--- src/rtl/bdd_eval_pkg.sv ---
`default_nettype none
// ============================================================================
// Module : bdd_eval_pkg
// Brief  : Shared widths, tag-width helper and request record for the
//          BDD evaluation arbiter and its agents.
// Rev    : 1.0  initial release
// ============================================================================
package bdd_eval_pkg;

    localparam int c_fn_in_w  = 12;
    localparam int c_fn_out_w = 9;
    localparam int c_max_id_w = 3;

    // Minimum tag width able to index n requesters (never below one bit).
    function automatic int id_width(input int n);
        int w;
        w = 1;
        while ((1 << w) < n) w++;
        return w;
    endfunction

    typedef struct packed {
        logic [c_fn_in_w-1:0]  data;
        logic [c_max_id_w-1:0] id;
    } bdd_req_t;

endpackage
`default_nettype wire

--- src/rtl/bdd_eval_arbiter_rr.sv ---
`default_nettype none
// ============================================================================
// Module : rr_arbiter
// Brief  : Combinational round-robin grant; the first valid index at or
//          after i_ptr (wrapping) wins.
// Rev    : 1.0  initial release
// ============================================================================
module rr_arbiter #(
    parameter int N    = 4,
    parameter int ID_W = 2
) (
    input  logic [N-1:0]    i_valid,
    input  logic [ID_W-1:0] i_ptr,
    output logic [N-1:0]    o_grant,
    output logic [ID_W-1:0] o_grant_idx,
    output logic            o_grant_any
);

    int w_ptr;
    int w_best_idx;
    int w_best_dist;

    // Distance from the pointer, modulo N; the smallest distance wins.
    always_comb begin
        w_ptr       = int'(i_ptr);
        w_best_idx  = 0;
        w_best_dist = N;
        for (int j = 0; j < N; j++) begin
            if (i_valid[j] && ((j - w_ptr + ((j < w_ptr) ? N : 0)) < w_best_dist)) begin
                w_best_dist = j - w_ptr + ((j < w_ptr) ? N : 0);
                w_best_idx  = j;
            end
        end
    end

    always_comb begin
        o_grant = '0;
        for (int j = 0; j < N; j++) begin
            o_grant[j] = (w_best_dist < N) && (w_best_idx == j);
        end
    end

    assign o_grant_idx = ID_W'(w_best_idx);
    assign o_grant_any = (w_best_dist < N);

endmodule
`default_nettype wire

--- src/rtl/bdd_eval_arbiter.sv ---
`default_nettype none
// ============================================================================
// Module : bdd_eval_arbiter
// Brief  : Round-robin sharing of one external BDD function among NUM_REQ
//          requesters through a two-stage registered pipeline with tags.
// Rev    : 1.0  initial release
// ============================================================================
module bdd_eval_arbiter
    import bdd_eval_pkg::*;
#(
    parameter int NUM_REQ = 4,
    parameter int IN_W    = c_fn_in_w,
    parameter int OUT_W   = c_fn_out_w,
    parameter int ID_W    = id_width(NUM_REQ),
    parameter int CNT_W   = 16
) (
    input  logic                    clk,
    input  logic                    rst,
    input  logic [NUM_REQ-1:0]      req_valid,
    input  logic [NUM_REQ*IN_W-1:0] req_data,
    output logic [NUM_REQ-1:0]      req_ready,
    output logic [IN_W-1:0]         fn_in,
    input  logic [OUT_W-1:0]        fn_out,
    output logic                    rsp_valid,
    output logic [OUT_W-1:0]        rsp_data,
    output logic [ID_W-1:0]         rsp_id,
    input  logic                    rsp_ready,
    output logic [CNT_W-1:0]        eval_count,
    output logic                    busy
);

    localparam logic [CNT_W-1:0] c_cnt_max = '1;

    logic              r_s1_v;
    logic [IN_W-1:0]   r_s1_data;
    logic [ID_W-1:0]   r_s1_id;
    logic              r_s2_v;
    logic [OUT_W-1:0]  r_rsp_data;
    logic [ID_W-1:0]   r_rsp_id;
    logic [ID_W-1:0]   r_rr_ptr;
    logic [CNT_W-1:0]  r_eval_count;

    logic [IN_W-1:0]    w_ops [NUM_REQ];
    logic [IN_W-1:0]    w_sel_data;
    logic [NUM_REQ-1:0] w_grant;
    logic [ID_W-1:0]    w_grant_idx;
    logic               w_grant_any;
    logic               w_s1_load;
    logic               w_s2_load;
    logic               w_accept;
    logic [ID_W-1:0]    w_ptr_next;

    for (genvar k = 0; k < NUM_REQ; k++) begin : g_ops
        assign w_ops[k] = req_data[k*IN_W +: IN_W];
    end

    rr_arbiter #(
        .N    (NUM_REQ),
        .ID_W (ID_W)
    ) u_rr_arbiter (
        .i_valid     (req_valid),
        .i_ptr       (r_rr_ptr),
        .o_grant     (w_grant),
        .o_grant_idx (w_grant_idx),
        .o_grant_any (w_grant_any)
    );

    always_comb begin
        w_sel_data = '0;
        for (int j = 0; j < NUM_REQ; j++) begin
            if (w_grant[j]) w_sel_data = w_sel_data | w_ops[j];
        end
    end

    // S1 may refill in the same cycle S2 drains, giving one result per cycle.
    assign w_s2_load  = r_s1_v && (!r_s2_v || rsp_ready);
    assign w_s1_load  = !r_s1_v || w_s2_load;
    assign w_accept   = w_s1_load && !rst && w_grant_any;
    assign req_ready  = (w_s1_load && !rst) ? w_grant : '0;
    assign w_ptr_next = (w_grant_idx == ID_W'(NUM_REQ - 1)) ? '0 : w_grant_idx + ID_W'(1);

    always_ff @(posedge clk) begin
        if (rst) begin
            r_s1_v       <= 1'b0;
            r_s1_data    <= '0;
            r_s1_id      <= '0;
            r_s2_v       <= 1'b0;
            r_rsp_data   <= '0;
            r_rsp_id     <= '0;
            r_rr_ptr     <= '0;
            r_eval_count <= '0;
        end else begin
            if (w_s1_load) begin
                r_s1_v <= w_accept;
                if (w_accept) begin
                    r_s1_data <= w_sel_data;
                    r_s1_id   <= w_grant_idx;
                    r_rr_ptr  <= w_ptr_next;
                end
            end
            if (w_s2_load) begin
                r_s2_v     <= 1'b1;
                r_rsp_data <= fn_out;
                r_rsp_id   <= r_s1_id;
            end else if (r_s2_v && rsp_ready) begin
                r_s2_v <= 1'b0;
            end
            if (r_s2_v && rsp_ready && (r_eval_count != c_cnt_max)) begin
                r_eval_count <= r_eval_count + CNT_W'(1);
            end
        end
    end

    assign fn_in      = r_s1_data;
    assign rsp_valid  = r_s2_v;
    assign rsp_data   = r_rsp_data;
    assign rsp_id     = r_rsp_id;
    assign eval_count = r_eval_count;
    assign busy       = r_s1_v || r_s2_v;

endmodule
`default_nettype wire
--- config.mk ---
export PLATFORM = sky130hd
export DESIGN_NAME = bdd_eval_arbiter
export DESIGN_NICKNAME = d
export VERILOG_FILES = /design/src/rtl/bdd_eval_pkg.sv /design/src/rtl/bdd_eval_arbiter_rr.sv /design/src/rtl/bdd_eval_arbiter.sv
export SDC_FILE = /design/constraint.sdc
export NUM_CORES = 1
export LEC_CHECK = 0
export CAP_MARGIN = 20
export CORE_MARGIN = 1.5
export CORE_UTILIZATION = 41
export CTS_CLUSTER_SIZE = 24
export DETAILED_ROUTE_END_ITERATION = 7
export MAX_ROUTING_LAYER = met4
export PLACE_DENSITY = 0.77
export SLEW_MARGIN = 25
export SYNTH_ARGS = -nofsm -noshare
export SYNTH_HDL_FRONTEND = slang
export SYNTH_HIERARCHICAL = 1
export SYNTH_SLANG_ARGS = --single-unit
--- constraint.sdc ---
create_clock -name clk -period 3.8 [get_ports clk]
set_input_delay 0.38 -clock clk [delete_from_list [all_inputs] [get_ports clk]]
set_output_delay 0.38 -clock clk [all_outputs]
set_load 0.005 [all_outputs]
==> impl_metrics.json <==
{
  "run_status": "complete, no violations",
  "worst_slew_pin_slew_ns": 0.684,
  "syn-instance-count": 261,
  "num_rows": 27,
  "synth_top_family_by_area": "simple AND/OR/NAND/NOR gates",
  "number_of_flip_flops_and_latches_in_the_synthesized_netlist": 45,
  "floorplan.die_area_mm2": 0.00610,
  "synth_largest_area_cell": "dfxtp_1",
  "final.setup.tns_ns": 0,
  "setup_viol": 0,
  "critPathSlowestCell": "dfxtp_4",
  "p_leak_uw": 0.00153,
  "worstHoldPathType": "reg2reg",
  "worst_ep_arrival_time_ns": 3.06,
  "cts_hold_buf": 0,
  "dp_hpwl_mm": 4.89,
  "yosysUniqueCellTypes": 44,
  "post_synth_most_frequent_cells": "dfxtp_1, nor2_1, a22oi_1",
  "critical_path_buf_inv_count": 2,
  "clk-insertion-delay-late_ns": 0.30,
  "slew_headroom_pct": 54.4,
  "rsz0062_at_grt": "false",
  "num_antenna_cells": 0,
  "num_io_pins": 109,
  "grt_pass1_wl_mm": 10.7,
  "synth.yosys.warnings": 6,
  "required_ns": 3.42,
  "syn_to_final_growth_pct": 62.5,
  "max_freq_mhz": 291,
  "finalNetCount": 453,
  "final_skew_ns": 0.00754,
  "final_antenna_net_count": 0,
  "detailedRoute.firstIterationViolations": 112,
  "post_synthesis_compound_gate_area_fraction_pct": 22.9,
  "synthesis.area_per_instance_um2": 8.85,
  "cell_at_the_root_of_the_clock_tree": "clkbuf_8",
  "synth.yosys.seq_area_share_pct": 39.0,
  "vias_per_cell": 5.36,
  "fp.dieW_um": 78.1,
  "globalRouteOverflowTotal": 0,
  "cts_inserted_buffers": 5,
  "die_height_um": 78.1,
  "synth-main-ff-cell": "dfxtp_1",
  "timing.critical_path.cells": "inv_1 -> nor3_1 -> o21ai_1 -> ha_2 -> o22ai_4 -> o21ai_2 -> nor2_1 -> a21o_1 -> ha_1 -> and2b_4 -> and4_4 -> a211oi_2 -> and3_1 -> and2_1 -> dlymetal6s2s_1",
  "yosys.area_share.adder_pct": 2.17,
  "worst-setup-path-type": "reg2out",
  "initial_core_util_pct": 42.2,
  "final_core_util_pct": 68.6,
  "tritoncts": "built",
  "first_global_vias": 2245,
  "yosys-top-cells-area": "dfxtp_1, a22oi_1, mux2i_1",
  "cts_htree_levels": 2,
  "antenna_found_initial": 0,
  "port_buffers": 108,
  "startpoint_type": "flip-flop",
  "powerDensity_mw_per_mm2": 429,
  "yosys.area_share.xor_xnor_pct": 0.758,
  "totalWireLength_mm": 6.76,
  "yosys.area_share.simple_pct": 24.5,
  "vdd_drop_max_v": 0.000292,
  "path_delay_family": "simple AND/OR/NAND/NOR gates",
  "yosysMostFrequentCell": "dfxtp_1",
  "core_area_mm2": 0.00547,
  "cap_violations": 0,
  "synth_enable_flop_cells": 0,
  "cts_num_sinks": 45,
  "clk_transition_reported_paths_ns": 0.08,
  "clock_tree.buffer_depth": 2,
  "power.total_uw": 1610,
  "post-route-period-util_pct": 90.6,
  "number_of_pins_exceeding_their_max_slew_limit_in_the_final_report": 0,
  "drt-pass1-iter-count": 4,
  "placed_cell_count": 444,
  "wl_per_cell_um": 14.8,
  "dr_total_vias": 2453,
  "layout-drive-gt1-share_pct": 13.5,
  "yosysTopAreaCellShare_pct": 39.0,
  "grt_start_max_net_pins": 49,
  "postSynthNetCount": 329,
  "endpoint_kind": "output pin",
  "total_standard_cell_area_after_synthesis_mm2": 0.00231,
  "gr-usage-all-layers_pct": 22.1,
  "layout.cells.non_filler": 458,
  "critical_path.max_stage_delay_ns": 0.39,
  "synth-async-reset-ratio_pct": 0,
  "final-hold-violation-count": 0,
  "final_critical_period_ns": 3.44,
  "drc_errors": 0,
  "synth_mux_area_share_pct": 7.47,
  "crit_path_max_fanout": 6,
  "finalWeightedCongestion": 0.834
}
-- worst reg2reg max path: cells and delay by family (launching register included) --
kind / cells / cell delay, ns
AND/OR/NAND/NOR: 7 / 0.93
adder cells (fa/ha/maj): 3 / 0.68
AO/OA/AOI/OAI: 5 / 0.58
flip-flops: 1 / 0.39
buffers and inverters: 3 / 0.34
multiplexers: 1 / 0.13
-- where the power goes --
| part | switching (µW) | leakage (µW) | total, µW | internal [µW] |
|---|---|---|---|---|
| Combinational | 322 | 0.00111 | 734 | 412 |
| Sequential | 37.1 | 0.000370 | 562 | 525 |
| Clock | 167 | 0.0000512 | 315 | 148 |
| Total | 527 | 0.00153 | 1610 | 1080 |
-- sequential cells by signal, summed over array words and instances (netlist names) --
register	cells
r_s1_v	1
fn_in	12
rsp_id	2
r_s1_id	2
rsp_data	9
r_rr_ptr	2
rsp_valid	1
eval_count	16
-- per-layer routing --
layer,track usage [%],wire [µm]
met5,-,0
met4,6.43,91
met3,4.30,376
met2,36.5,3270
met1,27.5,3020
-- metrics by stage --
| step | worst slack [ns] | hold WS (ns) | area (µm²) |
|---|---|---|---|
| after floorplan | 0.448 | 0.449 | 2310 |
| after global placement | -0.0731 | 0.466 | 3570 |
| after detailed placement | -0.151 | 0.473 | 3570 |
| after CTS | 0.0215 | 0.492 | 3700 |
| after global routing | 0.210 | 0.501 | 3760 |
| final | 0.359 | 0.493 | 3760 |
-- layout make-up --
type	instances	area, µm²
Fill cell	451	1720
Timing Repair Buffer	130	1260
Multi-Input combinational cell	197	1380
Tap cell	72	90.1
Clock buffer	6	82.6
Sequential cell	45	908
Clock inverter	2	13.8
Inverter	6	22.5
-- kinds of logic (layout without fill, tap and decap cells) --
| logic type | Yosys count | in the layout |
|---|---|---|
| AND/OR/NAND/NOR | 102 | 102 |
| AO/OA/AOI/OAI | 72 | 72 |
| flip-flops | 45 | 45 |
| buffers and inverters | 19 | 144 |
| multiplexers | 17 | 17 |
| adder cells (fa/ha/maj) | 4 | 4 |
| XOR/XNOR | 2 | 2 |
-- what timing repair did --
action / 4_1_cts / 5_1_grt
setup buffers: 2 / 4
setup endpoints to repair: 4 / 4
pin swaps: 4 / 4
resized for setup: 10 / 10
-- cells in the final DEF (no fill, tap or decap), drive strengths merged, types with 3 or more instances in the layout --
cell and n:
inv 6, mux2i 15, o21ai 13, and2 5, nand3 6, nand2 12, nand4 4, and3 3
buf 23, a311oi 13, clkbuf 6, nor3 7, a21oi 10, clkdlybuf4s50 101, o31ai 3, or3 4
ha 4, nor4 3, nand2b 5, dfxtp 45, nor2 39, a22oi 24, nor2b 5, dlymetal6s2s 4
a211oi 3
-- path summary, 6_finish.rpt --
| kind | startpoint | end | slack [ns] | cells after the start |
|---|---|---|---|---|
| max | r_rr_ptr[0]$_SDFFE_PP0P_ | req_ready[0] | 0.36 | 15 |
| min | r_s1_id[0]$_SDFFE_PP0P_ | r_s1_id[0]$_SDFFE_PP0P_ | 0.49 | 2 |
| max reg2reg | r_rr_ptr[0]$_SDFFE_PP0P_ | r_rr_ptr[0]$_SDFFE_PP0P_ | 0.63 | 19 |
| min reg2reg | r_s1_id[0]$_SDFFE_PP0P_ | r_s1_id[0]$_SDFFE_PP0P_ | 0.49 | 2 |
Power figures use the tool's default switching activity.
